==> src/rtl/uart_packet_parser.sv <==
// rtl/uart_packet_parser.sv - frames host bytes into command packets, echo stream and operands
// Header decode picks the payload path; payload bytes are counted down from length-4.
module uart_packet_parser #(
  parameter int DATA_WIDTH_P = 8,
  parameter int OPERAND_W_P  = 32
) (
  input  logic                    clk,
  input  logic                    rst,
  input  logic [DATA_WIDTH_P-1:0] s_axis_tdata,
  input  logic                    s_axis_tvalid,
  output logic                    s_axis_tready,
  output logic                    cmd_valid_o,
  output logic [7:0]              opcode_o,
  output logic [15:0]             length_o,
  output logic [DATA_WIDTH_P-1:0] echo_tdata_o,
  output logic                    echo_tvalid_o,
  input  logic                    echo_tready_i,
  output logic [OPERAND_W_P-1:0]  operand_o,
  output logic                    operand_valid_o,
  output logic                    operand_last_o,
  input  logic                    operand_ready_i,
  output logic                    err_o
);
  localparam int NB_P = OPERAND_W_P / 8;
  localparam int OBW_P = (NB_P > 1) ? $clog2(NB_P) : 1;
  localparam logic [OBW_P-1:0] OB_LAST_P = OBW_P'(NB_P - 1);

  typedef enum logic [1:0] {HEADER, ECHO, OPERAND, DRAIN} state_e;
  state_e state_q, state_d;

  logic [1:0]              hcnt_q;
  logic [7:0]              hdr_op_q, len_lo_q, opcode_q;
  logic [15:0]             rem_q, length_q;
  logic [OBW_P-1:0]        obyte_q;
  logic [OPERAND_W_P-9:0]  shift_q;
  logic [OPERAND_W_P-1:0]  operand_q;
  logic [DATA_WIDTH_P-1:0] echo_data_q;
  logic cmd_q, err_q, echo_valid_q, op_valid_q, op_last_q;

  logic        accept, hdr_done, is_echo, is_arith, hdr_legal, last_byte, op_load;
  logic [15:0] hdr_len;

  assign accept    = s_axis_tvalid && s_axis_tready;
  assign hdr_len   = {s_axis_tdata, len_lo_q};
  assign hdr_done  = accept && (state_q == HEADER) && (hcnt_q == 2'd3);
  assign is_echo   = (hdr_op_q == 8'hEC);
  assign is_arith  = (hdr_op_q == 8'h10) || (hdr_op_q == 8'h11) || (hdr_op_q == 8'h12);
  // length[1:0]==0 is the same test as (length-4) being a whole number of operands
  assign hdr_legal = (hdr_len >= 16'd4) &&
                     (is_echo || (is_arith && (hdr_len[1:0] == 2'b00) && (hdr_len >= 16'd12)));
  assign last_byte = accept && (rem_q == 16'd1);
  assign op_load   = accept && (state_q == OPERAND) && (obyte_q == OB_LAST_P);

  always_ff @(posedge clk) begin
    if (rst) state_q <= HEADER;
    else     state_q <= state_d;
  end

  always_comb begin
    state_d = state_q;
    case (state_q)
      HEADER: begin
        if (hdr_done) begin
          if (hdr_legal && is_arith) state_d = OPERAND;
          else if (hdr_len > 16'd4)  state_d = hdr_legal ? ECHO : DRAIN;
        end
      end
      default: if (last_byte) state_d = HEADER;
    endcase
  end

  // Operand path only stalls the byte that would overwrite a still-pending operand
  always_comb begin
    s_axis_tready = 1'b0;
    case (state_q)
      HEADER, DRAIN: s_axis_tready = 1'b1;
      ECHO:          s_axis_tready = !echo_valid_q || echo_tready_i;
      OPERAND:       s_axis_tready = !(op_valid_q && !operand_ready_i && (obyte_q == OB_LAST_P));
      default:       s_axis_tready = 1'b0;
    endcase
    if (rst) s_axis_tready = 1'b0;
  end

  always_ff @(posedge clk) begin
    if (rst) begin
      hcnt_q <= 2'd0;        hdr_op_q <= 8'd0;   len_lo_q <= 8'd0;
      opcode_q <= 8'd0;      length_q <= 16'd0;  rem_q <= 16'd0;
      obyte_q <= '0;         shift_q <= '0;      operand_q <= '0;
      echo_data_q <= '0;     cmd_q <= 1'b0;      err_q <= 1'b0;
      echo_valid_q <= 1'b0;  op_valid_q <= 1'b0; op_last_q <= 1'b0;
    end else begin
      cmd_q <= 1'b0;
      err_q <= 1'b0;
      if (accept && (state_q == HEADER)) begin
        hcnt_q <= hcnt_q + 2'd1;
        if (hcnt_q == 2'd0) hdr_op_q <= s_axis_tdata;
        if (hcnt_q == 2'd2) len_lo_q <= s_axis_tdata;
      end
      if (hdr_done) begin
        opcode_q <= hdr_op_q;
        length_q <= hdr_len;
        cmd_q    <= hdr_legal;
        err_q    <= !hdr_legal;
        rem_q    <= hdr_len - 16'd4;
        obyte_q  <= '0;
      end else if (accept) begin
        rem_q <= rem_q - 16'd1;
      end
      if (accept && (state_q == OPERAND)) begin
        shift_q <= {s_axis_tdata, shift_q[OPERAND_W_P-9:8]};
        obyte_q <= obyte_q + OBW_P'(1);
      end
      if (accept && (state_q == ECHO)) begin
        echo_valid_q <= 1'b1;
        echo_data_q  <= s_axis_tdata;
      end else if (echo_tready_i) begin
        echo_valid_q <= 1'b0;
      end
      if (op_load) begin
        operand_q  <= {s_axis_tdata, shift_q};
        op_valid_q <= 1'b1;
        op_last_q  <= (rem_q == 16'd1);
      end else if (operand_ready_i) begin
        op_valid_q <= 1'b0;
        op_last_q  <= 1'b0;
      end
    end
  end

  assign cmd_valid_o     = cmd_q;
  assign err_o           = err_q;
  assign opcode_o        = opcode_q;
  assign length_o        = length_q;
  assign echo_tdata_o    = echo_data_q;
  assign echo_tvalid_o   = echo_valid_q;
  assign operand_o       = operand_q;
  assign operand_valid_o = op_valid_q;
  assign operand_last_o  = op_last_q;
endmodule
==> config.mk <==
export PLATFORM = sky130hd
export DESIGN_NAME = uart_packet_parser
export DESIGN_NICKNAME = d
export VERILOG_FILES = /design/src/rtl/uart_packet_parser.sv
export SDC_FILE = /design/constraint.sdc
export NUM_CORES = 1
export LEC_CHECK = 0
export BUFFER_PORTS_ARGS = -buffer_cell sky130_fd_sc_hd__buf_2
export CORE_UTILIZATION = 32
export CTS_CLUSTER_SIZE = 28
export DETAILED_ROUTE_END_ITERATION = 8
export MAX_ROUTING_LAYER = met4
export SKIP_LAST_GASP = 1
export SLEW_MARGIN = 30
export SYNTH_ARGS = -nofsm -noshare
export SYNTH_HDL_FRONTEND = slang
export SYNTH_SLANG_ARGS = --single-unit
==> constraint.sdc <==
create_clock -name clk -period 3 [get_ports clk]
set_input_delay 0.75 -clock clk [delete_from_list [all_inputs] [get_ports clk]]
set_output_delay 0.75 -clock clk [all_outputs]
set_load 0.05 [all_outputs]
* Word level (Yosys, flattened, before mapping)
Index checks and enable logic that the tools add are counted.
** Storage, ports and cells
- Memory bits (read-only) :: 0
- Logic and storage cells :: 88
- Bits of input ports :: 13
- Bits in latches :: 0
- Memories :: 0
- Memory bits (writable) :: 0
- Output and inout port bits :: 70
- Bits in registers :: 131
** Cells by class
- Multipliers :: 0
- Add/sub/neg operators :: 4
- Bitwise logic cells :: 1
- Reductions and logical operators :: 34
- Divide/modulo/power cells :: 0
- $lt $le $gt $ge :: 3
- Muxes and demuxes :: 17
- Shift operators :: 0
- Equality and inequality tests :: 13
** Operator list (count)
- $mux 16 :: 2
- $eq 8x5->1 const B :: 3
- $eq 16x1->1 const B :: 1
- $ge 16x3->1 const B :: 1
- $ge 16x4->1 const B :: 1
- $gt 16x3->1 const B :: 1
- $mux 2 :: 8
- $sub 16x1->16 const B :: 1
- $sub 16x3->16 const B :: 1
- $logic_and 1x1->1 :: 13
- $eq 2x2->1 const B :: 5
- $reduce_bool 2->1 :: 5
- $eq 8x8->1 const B :: 1
- $logic_not 2->1 :: 3
- $mux 1 :: 6
- $add 2x1->2 const B :: 2
- $logic_not 1->1 :: 4
- $logic_or 1x1->1 :: 4
- $reduce_and 2->1 :: 2
- $reduce_or 2->1 :: 2
- $ne 3x1->1 const B :: 1
- $pmux 1 s3 :: 1
- $reduce_and 3->1 :: 1
- $eq 2x1->1 const B :: 1
- other kinds (2) :: 2

* Depth between registers and ports, before layout
Gate-level depths: netlist (run 1).
- Depth in word-level cells :: 12
- Depth in mapped cells :: 11
- Mapped depth without buffers :: 8

* Worst setup path before layout (run 1)
No wires, ideal clock.
- Path type :: input port to flip-flop
- Start point :: input s_axis_tdata[0]
- End point :: register state_q[1]
- Path slack :: 607 ps
- Cell stages on the path :: 7
- Setup time :: 67 ps
- Arrival :: 2325 ps
- Required time :: 2933 ps
- Path buffers :: 1
- Path through :: buf_2 nor4_2 a41oi_2 o221ai_2 or3b_1 a21o_1 a21oi_2
** On the way
- Cells in the longest elaborated chain, start to end :: 9
- Elaborated cells between the ends (all ways) :: 14
** Ends and longest elaborated chain
- from (decl) :: RTL line 9 : input logic [DATA_WIDTH_P-1:0] s_axis_tdata,
- $ge 16x4->1 :: RTL line 50 : (is_echo || (is_arith && (hdr_len[1:0] == 2'b00) && (hdr_len >= 16'd12)));
- $logic_and 1x1->1 :: RTL line 50
- $logic_or 1x1->1 :: RTL line 50
- $logic_and 1x1->1 :: RTL line 49 : assign hdr_legal = (hdr_len >= 16'd4) &&
- $mux 2 (2 in series) :: RTL line 65 : else if (hdr_len > 16'd4) state_d = hdr_legal ? ECHO : DRAIN;
- $mux 2 :: RTL line 64 : if (hdr_legal && is_arith) state_d = OPERAND;
- $mux 2 :: RTL line 63 : if (hdr_done) begin
- $mux 2 :: RTL line 61 : case (state_q)
- to (signal assigned) :: RTL line 56 : else state_q <= state_d;
- to (decl) :: RTL line 29 : state_e state_q, state_d;
Parallel ways exist; a longest one is shown, timed or not. The select of a mux whose other input is x is not followed.
A chain may end at the register's enable or synchronous reset.

* Final worst setup path (run 1)
- Start point :: register state_q[0]
- End point :: output s_axis_tready
** On the way
- Cells in the longest elaborated chain, start to end :: 4
- Elaborated cells between the ends (all ways) :: 7
** Ends and longest elaborated chain
- $eq 2x2->1 or $logic_not 2->1 (tied branches) :: RTL line 75 : case (state_q)
- $reduce_or 2->1 :: RTL line 75
- $pmux 1 s3 (*) :: RTL line 75
- $mux 1 (*) :: RTL line 81 : if (rst) s_axis_tready = 1'b0;
- to (decl) :: RTL line 11 : output logic s_axis_tready,
Mark *: on every way between the ends. The rest lies on a longest branch, timed or not.

==> results_dict.tcl, run 1 <==
set metrics [dict create \
    slew_headroom_pct 46.47 \
    final_area_um2 6820 \
    fin_hold_ws_ps 448.0 \
    yosysTopAreaCell "dfxtp_1" \
    skew_ps 9.280 \
    fillCellCount 1737 \
    synth_nets 724 \
    final_common_cell "nand2_1" \
    clock_path_buffers 2 \
    die_area_um2 17730 \
    finalHoldViolCount 0 \
    synth_simple_gate_area_share_pct 25.14 \
    antenna_cells 0 \
    cts_root_buf "clkbuf_16" \
    worstHoldEndpoint "opcode_o[3]" \
    status "complete, no violations" \
    synth_edf_count 0 \
    dp_cells 970 \
    peakVddDrop_v 0.0004967 \
    drt.antenna.violating_nets 0 \
    synth.mux.area_fraction_pct 1.455 \
    wire_per_inst_um 15.04 \
    reg2reg_to "len_lo_q[1]" \
    area_growth_pct 23.91 \
    synth_top_family_by_area "simple AND/OR/NAND/NOR gates" \
    cts_resized 0 \
    drt_wl_total_um 15070 \
    insertion_delay_ps 420 \
    synth_seq_area_share_pct 47.65 \
    tightestPinTransition_ps 803.0 \
    worst_setup_path_end_kind "output port" \
    dieWidth_um 133.2 \
    power_density_nw_per_um2 660.4 \
    finalSetupViolCount 0 \
    setup_ws_ps 371.0 \
    reg2reg_slack_ps 520 \
    synth_adder_area_share_pct 2.728 \
    worstRegToRegCells 8 \
    place_congestion 0.7980 \
    async_reset_ff_share_pct 0 \
    rows 47 \
    synth-seq-cells 131 \
    fp.dieH_um 133.2 \
    maxCapViolCount 0 \
    path_clk_slew_ps 60 \
    drc 0 \
    vias 4955 \
    synth_area_um2 5504 \
    cts_tree "built" \
    min_path_type "register to register" \
    yosysUniqueCellTypes 54 \
    slew_viol_final 0 \
    grt-ovfl-total 0 \
    fmax_ghz 0.3804 \
    io_buffers 82 \
    grt_pass1_vias 4538 \
    final_util_pct 40.84 \
    placed_area_um2 6151 \
    synth_xor_area_share_pct 2.069 \
    clock_sinks 131 \
    hold_path_depth 2 \
    htreeDepth 4 \
    worstSetupPathType "register to output port" \
    grt_pass1_wl_um 24500 \
    synthDominantCellAreaShare_pct 47.65 \
    ys.flop_type "dfxtp_1" \
    hpwl_um 10270 \
    start_kind "register" \
    drt_pre_antenna_iters 5 \
    netlist_instances 699 \
    netlist_top_cells_area "dfxtp_1 48%, nand2_1 15%, a21oi_1 10%, ha_1 2.7%, clkbuf_1 2.5%" \
    initial_utilization_pct 32.96 \
    grt_max_degree 105 \
    post-cts-setup-buffer-count 0 \
    post-route-period-util_pct 87.63 \
    fin_nets 794 \
    cts_buffers 17 \
    ctsHoldBuffers 0 \
    grt_use_total_pct 18.17 \
    leakagePower_nw 2.678 \
    fin_crit_ps 2629 \
    total_power_mw 4.504 \
    ios 83 \
    drt-initial-drc-count 403 \
    avgSynthCellArea_um2 7.874 \
    core_area_um2 16700 \
    cp.required_ps 2250 \
    pre_cts_ws_ps 288.6 \
    crit_fanout 5 \
    final_cell_mix "219 x nand2_1, 131 x dfxtp_1, 115 x a21oi_1" \
    via_per_inst 4.945 \
    synth_compound_area_share_pct 16.37 \
    rsz0062_at_grt "no" \
    holdCritStartpoint "opcode_o[3]" \
    drive_above_1_share_pct 18.67 \
    tns_ps 0 \
    layoutNonFillerInstCount 1002 \
    antenna_found_initial 0 \
    rr_startpoint "state_q[0]" \
    yosys_warnings 0 \
    worstPathArrival_ps 1880 \
]
[how the worst max path moves through the flow]
stage | startpoint | to | cells after the start
3_5_place_dp | echo_tready_i | len_lo_q[1] | 7
5_1_grt | obyte_q[0] | s_axis_tready | 5
2_1_floorplan | s_axis_tdata[0] | state_q[1] | 7
4_1_cts | state_q[0] | s_axis_tready | 6
3_3_place_gp | s_axis_tdata[1] | state_q[1] | 7
6_report | state_q[0] | s_axis_tready | 6
[report_power, final]
part           switching, mW  leakage (nW)  total, mW  internal (mW)
clock                  0.785         0.314       2.33           1.54
combinational          0.218          1.31      0.357          0.139
sequential            0.0410          1.06       1.82           1.78
[synth_stat cells, drive strengths merged (2+ instances only)]
master    n
nand2   220
inv      12
or3       2
ha       12
mux2i     8
o221ai    2
nand4     6
nand2b    3
or4       2
o31ai     4
or3b      2
dfxtp   131
nor4      6
o21ai    15
clkbuf   37
o22ai     5
and3      5
xnor2    11
a211oi    4
xor2      2
nor3      8
a21oi   116
nor3b     3
nor2     28
buf      14
nand3    12
nand3b    5
and2      5
[area by class of cell]
| class | count | area, um2 | area share (%) |
|---|---|---|---|
| Timing Repair Buffer | 102 | 579.3 | 8.494 |
| Multi-Input combinational cell | 505 | 2629 | 38.54 |
| Clock inverter | 12 | 202.7 | 2.972 |
| Clock buffer | 20 | 466.7 | 6.843 |
| Inverter | 12 | 45.04 | 0.6604 |
| Tap cell | 220 | 275.3 | 4.036 |
| Sequential cell | 131 | 2623 | 38.45 |
[layer usage]
layer  global-route usage (%)  vias up  part of all wire (%)
met5                        -        -                     0
li1                         -     2495                     -
met1                    25.96     2292                    50
met3                    3.767       13                   6.2
met4                    5.682        0                   1.1
met2                    25.42      155                    42
[cells by family after synthesis]
kind of cell / Yosys count
adders and majority gates: 12
xor gates and xnor gates: 13
muxes: 8
AOI/OAI and AO/OA: 159
and+or+nand+nor: 313
DFF: 131
buffers and inverters: 63
[critical path, cell delays in order (launching register included)]
cell,delay [ps]
dfxtp_1,360
inv_1,80
ha_1,280
inv_1,40
a221o_1,310
and2_1,190
buf_2,210
[state kept, by name (all words and copies together) (netlist names)]
name / count
state_q: 2
cmd_valid_o: 1
shift_q: 24
len_lo_q: 8
echo_tvalid_o: 1
operand_valid_o: 1
length_o: 16
obyte_q: 2
err_o: 1
opcode_o: 8
operand_o: 32
hdr_op_q: 8
echo_tdata_o: 8
operand_last_o: 1
hcnt_q: 2
rem_q: 16
(Power assumes the default switching activity.)
==> run 2: changes to the inputs <==
--- a/config.mk
+++ b/config.mk
@@ -5,8 +5,10 @@
 export SDC_FILE = /design/constraint.sdc
 export NUM_CORES = 1
 export LEC_CHECK = 0
+export ABC_AREA = 1
 export BUFFER_PORTS_ARGS = -buffer_cell sky130_fd_sc_hd__buf_2
 export CORE_UTILIZATION = 32
+export CTS_BUF_LIST = sky130_fd_sc_hd__clkbuf_8
 export CTS_CLUSTER_SIZE = 28
 export DETAILED_ROUTE_END_ITERATION = 8
 export MAX_ROUTING_LAYER = met4
==> results_dict.tcl, run 2 <==
set metrics [dict create \
    path_common_cell "inv_1" \
    holdCritStartpoint "shift_q[5]" \
    pre_cts_ws_ps 467.2 \
    top_layer "met4" \
    final_area_um2 6521 \
    largest_reg_flops 32 \
    cts_buffers 17 \
    core_area_um2 16760 \
    min_path_type "register to register" \
    finalHoldViolCount 0 \
    yosysTopAreaCell "dfxtp_1" \
    drt-initial-drc-count 310 \
    p_switching_mw 1.045 \
    hpwl_um 10110 \
    timing.critical_path.slowest_stage_cell "dfxtp_1" \
    slew_headroom_pct 56.43 \
    p_int_mw 2.592 \
    leakagePower_nw 2.868 \
    clock_sinks 131 \
    final_cell_mix "131 x dfxtp_1, 129 x nand2_1, 123 x nor2_1" \
    tightestPinTransition_ps 652.7 \
    power.share.combinational_pct 10.8 \
    synth_edf_count 0 \
    start_kind "register" \
    dieWidth_um 133.8 \
    cts_resized 0 \
    worstPathArrival_ps 1900 \
    rows 47 \
    area_growth_pct 17.28 \
    via_per_inst 4.682 \
    startpoint "state_q[1]" \
    insertion_delay_ps 460 \
    synth_area_um2 5560 \
    rr_startpoint "state_q[1]" \
    grt_max_degree 64 \
    post-cts-setup-buffer-count 0 \
    skew_ps 11.78 \
    layoutNonFillerInstCount 1052 \
    cpLargestDelayFamily "flip-flops" \
    fin_nets 843 \
    post-route-period-util_pct 88.17 \
    place_congestion 0.8812 \
    fin_crit_ps 2645 \
    vias 4925 \
    maxCapViolCount 0 \
    setup_ws_ps 355.0 \
    path_buf_inv 3 \
    wl_met2_um 6737 \
    grt_pass1_vias 4522 \
    wl_met3_um 631 \
    sw_frac_of_total_pct 28.73 \
    peakVddDrop_v 0.0002840 \
    yosysUniqueCellTypes 36 \
    avgSynthCellArea_um2 7.434 \
    fp.dieH_um 133.8 \
    placed_area_um2 6142 \
    netlist_top_cells_area "dfxtp_1 47%, nand2_1 8.7%, a21oi_1 8.4%, nor2_1 8.3%, o21ai_0 6.8%" \
    ios 83 \
    clock_path_buffers 2 \
    synth_seq_area_share_pct 47.16 \
    fin_hold_ws_ps 461.7 \
    synth-seq-cells 131 \
    drc 0 \
    power_density_nw_per_um2 557.7 \
    path_clk_slew_ps 80 \
    p_seq_share_pct 49.8 \
    grt_use_total_pct 17.77 \
    slew_viol_final 0 \
    ctsHoldBuffers 0 \
    drt-met1-wl_um 7232 \
    synth_nets 773 \
    cts_tree "built" \
    htreeDepth 4 \
    grt_pass1_wl_um 23850 \
    grt-ovfl-total 0 \
    cts_root_buf "clkbuf_8" \
    final_util_pct 38.91 \
    worst_setup_path_end_kind "output port" \
    async_reset_ff_share_pct 0 \
    status "complete, no violations" \
    die_area_um2 17910 \
    total_power_mw 3.637 \
    path_cells "inv_1 -> ha_1 -> o21ai_1 -> nand3_2 -> nand2_1 -> inv_1 -> buf_2" \
    worstSetupPathType "register to output port" \
    ys.flop_type "dfxtp_1" \
    final_common_cell "dfxtp_1" \
    wire_per_inst_um 14.03 \
    yosys_warnings 0 \
    dp_cells 1019 \
    io_buffers 82 \
    synthDominantCellAreaShare_pct 47.16 \
    cp.required_ps 2250 \
    drive_above_1_share_pct 16.97 \
    fmax_ghz 0.3781 \
    netlist_instances 748 \
    rsz0062_at_grt "no" \
    drt_wl_total_um 14760 \
    drt.antenna.violating_nets 0 \
    antenna_found_initial 1 \
    drt_pre_antenna_iters 4 \
    initial_utilization_pct 33.18 \
    tns_ps 0 \
    max_stage_delay_ps 400 \
    crit_fanout 3 \
    synth_most_common_cell "dfxtp_1" \
    synth_common_cells "131 x dfxtp_1, 129 x nand2_1, 123 x nor2_1, 93 x a21oi_1, 75 x o21ai_0" \
    clock_power_share_pct 39.4 \
    finalSetupViolCount 0 \
]
run 2: cells by family (layout without fill, tap and decap cells):
logic type      after synthesis  after routing  synth area share [%]
simple gates                314            314                 23.99
compound gates              184            184                 16.79
flops                       131            131                 47.16
buf+inv                      90            173                 6.683
xor+xnor                     17             17                 2.678
fa+ha+maj                    12             12                 2.700
other cells                   0              1                     0
run 2: path summary, 6_finish.rpt:
path / endpoint / slack [ps] / cells past startpoint
worst max-delay path: s_axis_tready / 350 / 7
worst max register to register: operand_last_o / 690 / 10
worst min register to register: shift_q[5] / 460 / 2
worst min-delay path: shift_q[5] / 460 / 2
run 2: power by group through the flow:
stage               registers (mW)  logic [mW]  clock network (mW)
global route                  1.82       0.442                1.56
detailed placement            1.85       0.392                   0
global placement              1.85       0.391                   0
floorplan                     1.85       0.286                   0
finish                        1.81       0.392                1.43
CTS                           1.81       0.394                1.48
run 2: cell type report:
| type | instances | area (um2) |
|---|---|---|
| fill | 1818 | 10240 |
| sequential | 131 | 2623 |
| multi-input combinational | 527 | 2566 |
| timing repair buffer | 91 | 490.5 |
| tap | 220 | 275.3 |
| clock buffer | 18 | 247.7 |
| inverter | 50 | 187.7 |
| clock inverter | 14 | 128.9 |
| antenna | 1 | 2.502 |
run 2: worst min-delay path, stage by stage, from the launching register on:
cell	delay, ps
dfxtp_1	310
nand2_1	60
a21oi_1	50
run 2: layer usage:
layer  vias to the layer above  track usage, %
met1                      2231           23.13
met4                         0           6.061
met2                        93           26.97
li1                       2586               -
met3                        15           4.082
met5                         -               -
